## src/rtl/poly_sub_q_pipe_if.sv

```systemverilog
// Stream bundle for the mod-2^NUM_BIT coefficient subtractor: polynomial start,
// x1/x2 input handshake, result handshake and polynomial-level status.
interface poly_sub_q_pipe_if #(
  parameter int NUM_BIT = 13
);
  logic               start;
  logic               in_valid;
  logic               in_ready;
  logic [NUM_BIT-1:0] x1;
  logic [NUM_BIT-1:0] x2;
  logic               out_valid;
  logic               out_ready;
  logic [NUM_BIT-1:0] out;
  logic               out_last;
  logic               busy;
  logic               done;

  modport master (
    output start, in_valid, x1, x2, out_ready,
    input  in_ready, out_valid, out, out_last, busy, done
  );

  modport slave (
    input  start, in_valid, x1, x2, out_ready,
    output in_ready, out_valid, out, out_last, busy, done
  );
endinterface

```

## src/rtl/poly_sub_q_pipe.sv

```systemverilog
// Streaming coefficient-wise subtractor out = (x1 - x2) mod 2^NUM_BIT over one
// N-coefficient polynomial per start, with a two-stage carry-prefix datapath.
module poly_sub_q_pipe #(
  parameter int NUM_BIT = 13,
  parameter int N       = 701,
  parameter int CNT_W   = 10
) (
  input logic             clk,
  input logic             rst_n,
  poly_sub_q_pipe_if.slave bus
);
  typedef enum logic [1:0] {IDLE, RUN, FLUSH} state_t;

  localparam logic [CNT_W-1:0] LAST_IDX = CNT_W'(N - 1);

  state_t             state;
  state_t             state_nxt;
  logic [CNT_W-1:0]   in_cnt;
  logic [CNT_W-1:0]   out_cnt;

  logic               vld_p0;
  logic               last_p0;
  logic [NUM_BIT-1:0] gen_p0;
  logic [NUM_BIT-1:0] prop_p0;

  logic               vld_p1;
  logic               last_p1;
  logic [NUM_BIT-1:0] sum_p1;

  logic               done_r;
  logic               adv_p0;
  logic               adv_p1;
  logic               in_fire;
  logic               out_fire;
  logic               in_term;
  logic               out_term;

  // Kogge-Stone prefix over (g,p) with carry-in 1 folded into bit 0, so that
  // x1 + ~x2 + 1 is formed without a separate incrementer.
  function automatic logic [NUM_BIT-1:0] resolve_sum(
    input logic [NUM_BIT-1:0] g,
    input logic [NUM_BIT-1:0] p
  );
    logic [NUM_BIT-1:0] gg;
    logic [NUM_BIT-1:0] pp;
    logic [NUM_BIT-1:0] gn;
    logic [NUM_BIT-1:0] pn;
    gg    = g;
    pp    = p;
    gg[0] = g[0] | p[0];
    for (int d = 1; d < NUM_BIT; d = d * 2) begin
      gn = gg;
      pn = pp;
      for (int i = d; i < NUM_BIT; i++) begin
        gn[i] = gg[i] | (pp[i] & gg[i-d]);
        pn[i] = pp[i] & pp[i-d];
      end
      gg = gn;
      pp = pn;
    end
    return p ^ ((gg << 1) | NUM_BIT'(1));
  endfunction

  assign adv_p1   = !vld_p1 || bus.out_ready;
  assign adv_p0   = !vld_p0 || adv_p1;
  assign in_fire  = bus.in_valid && bus.in_ready;
  assign out_fire = vld_p1 && bus.out_ready;
  assign in_term  = in_fire && (in_cnt == LAST_IDX);
  assign out_term = out_fire && (out_cnt == LAST_IDX) && (state == FLUSH);

  always_ff @(posedge clk or negedge rst_n) begin
    if (!rst_n) begin
      state <= IDLE;
    end else begin
      state <= state_nxt;
    end
  end

  always_comb begin
    state_nxt = state;
    unique case (state)
      IDLE:    if (bus.start) state_nxt = RUN;
      RUN:     if (in_term)   state_nxt = FLUSH;
      FLUSH:   if (out_term)  state_nxt = IDLE;
      default: state_nxt = IDLE;
    endcase
  end

  always_comb begin
    bus.in_ready = (state == RUN) && adv_p0;
    bus.busy     = (state != IDLE);
  end

  // Counters hold at the terminal index instead of stepping past it.
  always_ff @(posedge clk or negedge rst_n) begin
    if (!rst_n) begin
      in_cnt  <= '0;
      out_cnt <= '0;
    end else if (state == IDLE) begin
      if (bus.start) begin
        in_cnt  <= '0;
        out_cnt <= '0;
      end
    end else begin
      if (in_fire && !in_term) in_cnt <= in_cnt + CNT_W'(1);
      if (out_fire && !out_term) out_cnt <= out_cnt + CNT_W'(1);
    end
  end

  // Stage 1: generate/propagate of x1 against the inverted subtrahend
  always_ff @(posedge clk or negedge rst_n) begin
    if (!rst_n) begin
      vld_p0  <= 1'b0;
      last_p0 <= 1'b0;
    end else if (adv_p0) begin
      vld_p0  <= in_fire;
      last_p0 <= in_term;
    end
  end

  always_ff @(posedge clk) begin
    if (in_fire) begin
      gen_p0  <= bus.x1 & ~bus.x2;
      prop_p0 <= bus.x1 ^ ~bus.x2;
    end
  end

  // Stage 2: carry resolution and registered difference
  always_ff @(posedge clk or negedge rst_n) begin
    if (!rst_n) begin
      vld_p1  <= 1'b0;
      last_p1 <= 1'b0;
      sum_p1  <= '0;
    end else if (adv_p1) begin
      vld_p1  <= vld_p0;
      last_p1 <= vld_p0 && last_p0;
      if (vld_p0) sum_p1 <= resolve_sum(gen_p0, prop_p0);
    end
  end

  always_ff @(posedge clk or negedge rst_n) begin
    if (!rst_n) begin
      done_r <= 1'b0;
    end else begin
      done_r <= out_term;
    end
  end

  assign bus.out_valid = vld_p1;
  assign bus.out       = sum_p1;
  assign bus.out_last  = last_p1;
  assign bus.done      = done_r;
endmodule

```

## src/flat_wrapper.sv

```systemverilog
// flat-port wrapper written by rule: the top's interface ports become plain ports
module poly_sub_q_pipe_flat 
#(
  parameter int NUM_BIT = 13,
  parameter int N       = 701,
  parameter int CNT_W   = 10
)
  (clk, rst_n, bus_start, bus_in_valid, bus_x1, bus_x2, bus_out_ready, bus_in_ready, bus_out_valid, bus_out, bus_out_last, bus_busy, bus_done);
  poly_sub_q_pipe_if #(.NUM_BIT(NUM_BIT)) bus_i ();
  input logic clk;
  input logic rst_n;
  input wire logic [$bits(bus_i.start)-1:0] bus_start;
  input wire logic [$bits(bus_i.in_valid)-1:0] bus_in_valid;
  input wire logic [$bits(bus_i.x1)-1:0] bus_x1;
  input wire logic [$bits(bus_i.x2)-1:0] bus_x2;
  input wire logic [$bits(bus_i.out_ready)-1:0] bus_out_ready;
  output wire logic [$bits(bus_i.in_ready)-1:0] bus_in_ready;
  output wire logic [$bits(bus_i.out_valid)-1:0] bus_out_valid;
  output wire logic [$bits(bus_i.out)-1:0] bus_out;
  output wire logic [$bits(bus_i.out_last)-1:0] bus_out_last;
  output wire logic [$bits(bus_i.busy)-1:0] bus_busy;
  output wire logic [$bits(bus_i.done)-1:0] bus_done;
  assign bus_i.start = bus_start;
  assign bus_i.in_valid = bus_in_valid;
  assign bus_i.x1 = bus_x1;
  assign bus_i.x2 = bus_x2;
  assign bus_i.out_ready = bus_out_ready;
  assign bus_in_ready = bus_i.in_ready;
  assign bus_out_valid = bus_i.out_valid;
  assign bus_out = bus_i.out;
  assign bus_out_last = bus_i.out_last;
  assign bus_busy = bus_i.busy;
  assign bus_done = bus_i.done;
  poly_sub_q_pipe #(.NUM_BIT(NUM_BIT), .N(N), .CNT_W(CNT_W)) u_core (.clk(clk), .rst_n(rst_n), .bus(bus_i));
endmodule
```

## config.mk

```make
export PLATFORM = sky130hd
export DESIGN_NAME = poly_sub_q_pipe_flat
export DESIGN_NICKNAME = d
export VERILOG_FILES = /design/src/rtl/poly_sub_q_pipe_if.sv /design/src/rtl/poly_sub_q_pipe.sv /design/src/flat_wrapper.sv
export SDC_FILE = /design/constraint.sdc
export NUM_CORES = 1
export LEC_CHECK = 0
export ABC_CLOCK_PERIOD_IN_PS = 2700
export CORE_ASPECT_RATIO = 1.5
export CORE_UTILIZATION = 43
export DETAILED_ROUTE_END_ITERATION = 10
export DONT_BUFFER_PORTS = 1
export GPL_TIMING_DRIVEN = 0
export MAX_ROUTING_LAYER = met4
export REMOVE_ABC_BUFFERS = 1
export SYNTH_ARGS = -nofsm -noshare
export SYNTH_HDL_FRONTEND = slang
export SYNTH_SLANG_ARGS = --single-unit
```

## constraint.sdc

```tcl
create_clock -name clk -period 2.7 [get_ports clk]
set_input_delay 0.54 -clock clk [delete_from_list [all_inputs] [get_ports clk]]
set_output_delay 0.54 -clock clk [all_outputs]
set_load 0.05 [all_outputs]
```

==> results.md <==
- Status: finished clean
- Critical Path AT: 2.05 ns
- Die W: 74.12 um
- Post-synth EDFFs: 25
- Sequential fraction of the synthesis area: 52.22%
- Ranking of synthesized cells by area: dfrtp_1 30%, edfxtp_1 22%, ha_1 6.3%
- Synth Area in Compound Gates: 16.93%
- Peak Freq: 386.7 MHz
- CTS H-Tree Depth: 3
- Pin count of the biggest net entering global routing: 41
- Crit path kind: register to output port
- CP max-delay cell: a21oi_1
- Synthesized area: 3354 um^2
- Layout net count: 376
- #FFs+latches synth: 65
- Vias per Instance: 5.598
- Pwr/cell area: 599.6 nW/um^2
- TritonCTS clock tree: yes
- Met2 usage in global routing: 33.12%
- Final Wtd Congestion: 0.8679
- Buf/Inv on CP: 0
- Pre-antenna DRT Iters: 4
- Via Count: 2435
- Mux share of post-synthesis cell area: 1.902%
- Min Clock Period, post-route: 2.586 ns
- Vias in the first global route: 2370
- Boundary pin count: 49
- Synth warn: 0
- Post-Syn Instances: 323
- Worst Hold Class: input port to async pin
- FFs w/ async S/R, synth: 61.54%
- Hold Violations, Final: 0
- Met1 Use GR: 20.47%
- Adder-Cell Fraction of Synth Area: 6.341%
- Starting Density: 44.35%
- CTS root buffer: clkbuf_16
- CP Capture Type: output port
- Simple-Gate Fraction of Synth Area: 16.86%
- Peak VDD IR: 0.3101 mV
- Reg-to-reg startpoint: u_core.bus.out_valid$_DFFE_PN0P_
- Setup TNS: 0 ns
- Layout Area Growth over Synthesis: 11.90%
- Crit-path max FO: 6
- Yosys cell types: 53
- TritonCTS Buffers: 9
- Number of max-cap violations: 0
- Combinational family with the most area after synthesis: compound AO/OA/AOI/OAI gates
- Rel. slew slack: 17.59%
- Worst Reg-to-Reg Cells: 5
- Worst reg2reg setup slack: 0.22 ns
- RR Endpoint: u_core.out_cnt[2]$_DFFE_PN0P_
- Post-synth top area share: 29.84%
- Largest stage delay, worst path: 0.83 ns
- Area leader, netlist: dfrtp_1
- Primary FF master, synth: dfrtp_1
- Placeable Area: 7564 um^2
- Clk_lat worst skew: 0.33 ns
- Pleak: 1.632 nW
- Pwr Total: 2.251 mW
- Total gr overflow: 0
- GR Layer Usage met3: 5.091%
- First-pass GRT wire length: 11.15 mm
- Worst path cell trace: nor2b_2, a21oi_1
- Final Max Slew Viols: 0
- Syn_area_per_cell: 10.39 um^2
- Gr busiest metal: met2
- Layout cells sized above 1: 8.709%
- CTS Buffer Depth: 2
- WL per Instance: 15.88 um
- Final setup fails: 0
- Clk_skew: 0.004852 ns
- Diodes inserted: 0
- DRT antenna net count: 0
- RSZ-0062 raised after global routing: false
- Iter 0 DRT Violations: 111
- HPWL Detailed: 4.699 mm
- Antenna violations before repair: 0
- Worst-margin pin slew: 1.234 ns
- Fin crit share: 95.78%
- Clk slew on worst S/H paths: 0.05 ns
- Post-Synth XOR/XNOR Area: 1.567%
- CP Data Required Time: 2.16 ns
- CTS sink cnt: 65
- Die Height: 110.2 um
- Port bufs: 0
- Total Routing Usage GR: 19.42%
- Residual DRC: 0
- Die footprint: 8166 um^2
- Setup crit start kind: register
- Drt total wl: 6.907 mm
- Critical path's top delay family: compound AO/OA/AOI/OAI gates
- Row count: 39
worst register-to-register path, stage by stage, from the launching register on:
cell and delay (ns):
dfrtp_1 0.57, nand2_1 0.27, o41ai_2 0.13, a21oi_1 0.79, nor2_1 0.21, a221o_1 0.39
what timing repair did:
item                       in CTS  in global routing
setup endpoints to repair      11                  5
hold buffers                    1                  0
setup buffers                   0                  2
hold endpoints to repair       40                  0
gates resized for setup         0                  1
gates cloned                    1                  0
pin swaps                       1                  1
synth_stat cells (5+ instances only):
master / number
dfrtp_1: 40
nand2_1: 39
inv_1: 26
edfxtp_1: 25
ha_1: 17
nor2_1: 17
a21oi_1: 16
o21ai_0: 15
nand3_1: 14
a21o_1: 8
nand4_1: 7
o31ai_1: 7
clkbuf_1: 6
o211ai_1: 5
cell usage in the layout (no fill, tap or decap), types with 4 or more instances in the layout:
cell type,instances
o211ai_1,5
nand2b_1,4
nor3_1,4
inv_1,26
nand4_1,7
nand2_1,39
edfxtp_1,25
xor2_1,4
o21ai_0,15
nand3_1,14
o31ai_1,7
dfrtp_1,40
a21boi_0,4
nor2_1,17
a21o_1,8
a21oi_1,16
ha_1,17
clkbuf_16,9
a31oi_1,4
how the worst max path moves through the flow:
stage          slack [ns]  cells past startpoint                       endpoint                             start
3_3_place_gp        -0.41                      5   u_core.in_cnt[9]$_DFFE_PN0P_  u_core.bus.out_valid$_DFFE_PN0P_
3_5_place_dp        -0.46                      5   u_core.in_cnt[9]$_DFFE_PN0P_  u_core.bus.out_valid$_DFFE_PN0P_
4_1_cts             0.002                      5   u_core.in_cnt[9]$_DFFE_PN0P_  u_core.bus.out_valid$_DFFE_PN0P_
2_1_floorplan        0.06                      5   u_core.in_cnt[9]$_DFFE_PN0P_  u_core.bus.out_valid$_DFFE_PN0P_
5_1_grt              0.06                      5  u_core.out_cnt[2]$_DFFE_PN0P_  u_core.bus.out_valid$_DFFE_PN0P_
6_report             0.11                      2                   bus_in_ready  u_core.bus.out_valid$_DFFE_PN0P_
routing by layer:
| layer | vias up | wire length, um |
|---|---|---|
| met5 | - | 0 |
| met4 | 0 | 97 |
| met3 | 6 | 252 |
| met2 | 43 | 3714 |
| met1 | 1204 | 2843 |
| li1 | 1182 | - |
cell type report:
class / count / area [um^2]
inverters: 26 / 97.59
flip-flops and latches: 65 / 1752
well taps: 102 / 127.6
repair buffers: 3 / 35.03
clock buffers: 11 / 242.7
multi-input cells: 223 / 1478
clock inverters: 5 / 21.27
fillers: 703 / 3810
logic make-up after synthesis:
logic type / after synthesis
and+or+nand+nor: 111
DFF: 65
AOI/OAI and AO/OA: 82
adders and majority gates: 17
buffers and inverters: 36
xor gates and xnor gates: 6
muxes: 6
sequential cells by signal (all words and copies together), names as in the netlist, 2 cells and up:
register,flops
u_core.in_cnt,10
u_core.prop_p0,13
u_core.state,2
u_core.gen_p0,12
u_core.bus.out,13
u_core.out_cnt,10
per-stage QoR:
stage	instance area (um^2)	utilization, %	hold WS, ns	worst slack, ns	instances
floorplan	3312	-	0.2444	0.05717	313
global placement	3440	45.48	0.2455	-0.4136	415
detailed placement	3440	45.48	0.2454	-0.4611	415
CTS	3736	49.40	0.05415	0.002457	433
global route	3754	49.63	0.05167	0.05569	435
finish	3754	49.63	0.05261	0.1138	435
where the power goes:
part	internal [mW]	total, mW	switching, mW
clock network	0.632	1.02	0.386
registers	1.06	1.16	0.105
logic	0.0317	0.0709	0.0392
total	1.72	2.25	0.530
(Power assumes the default switching activity.)
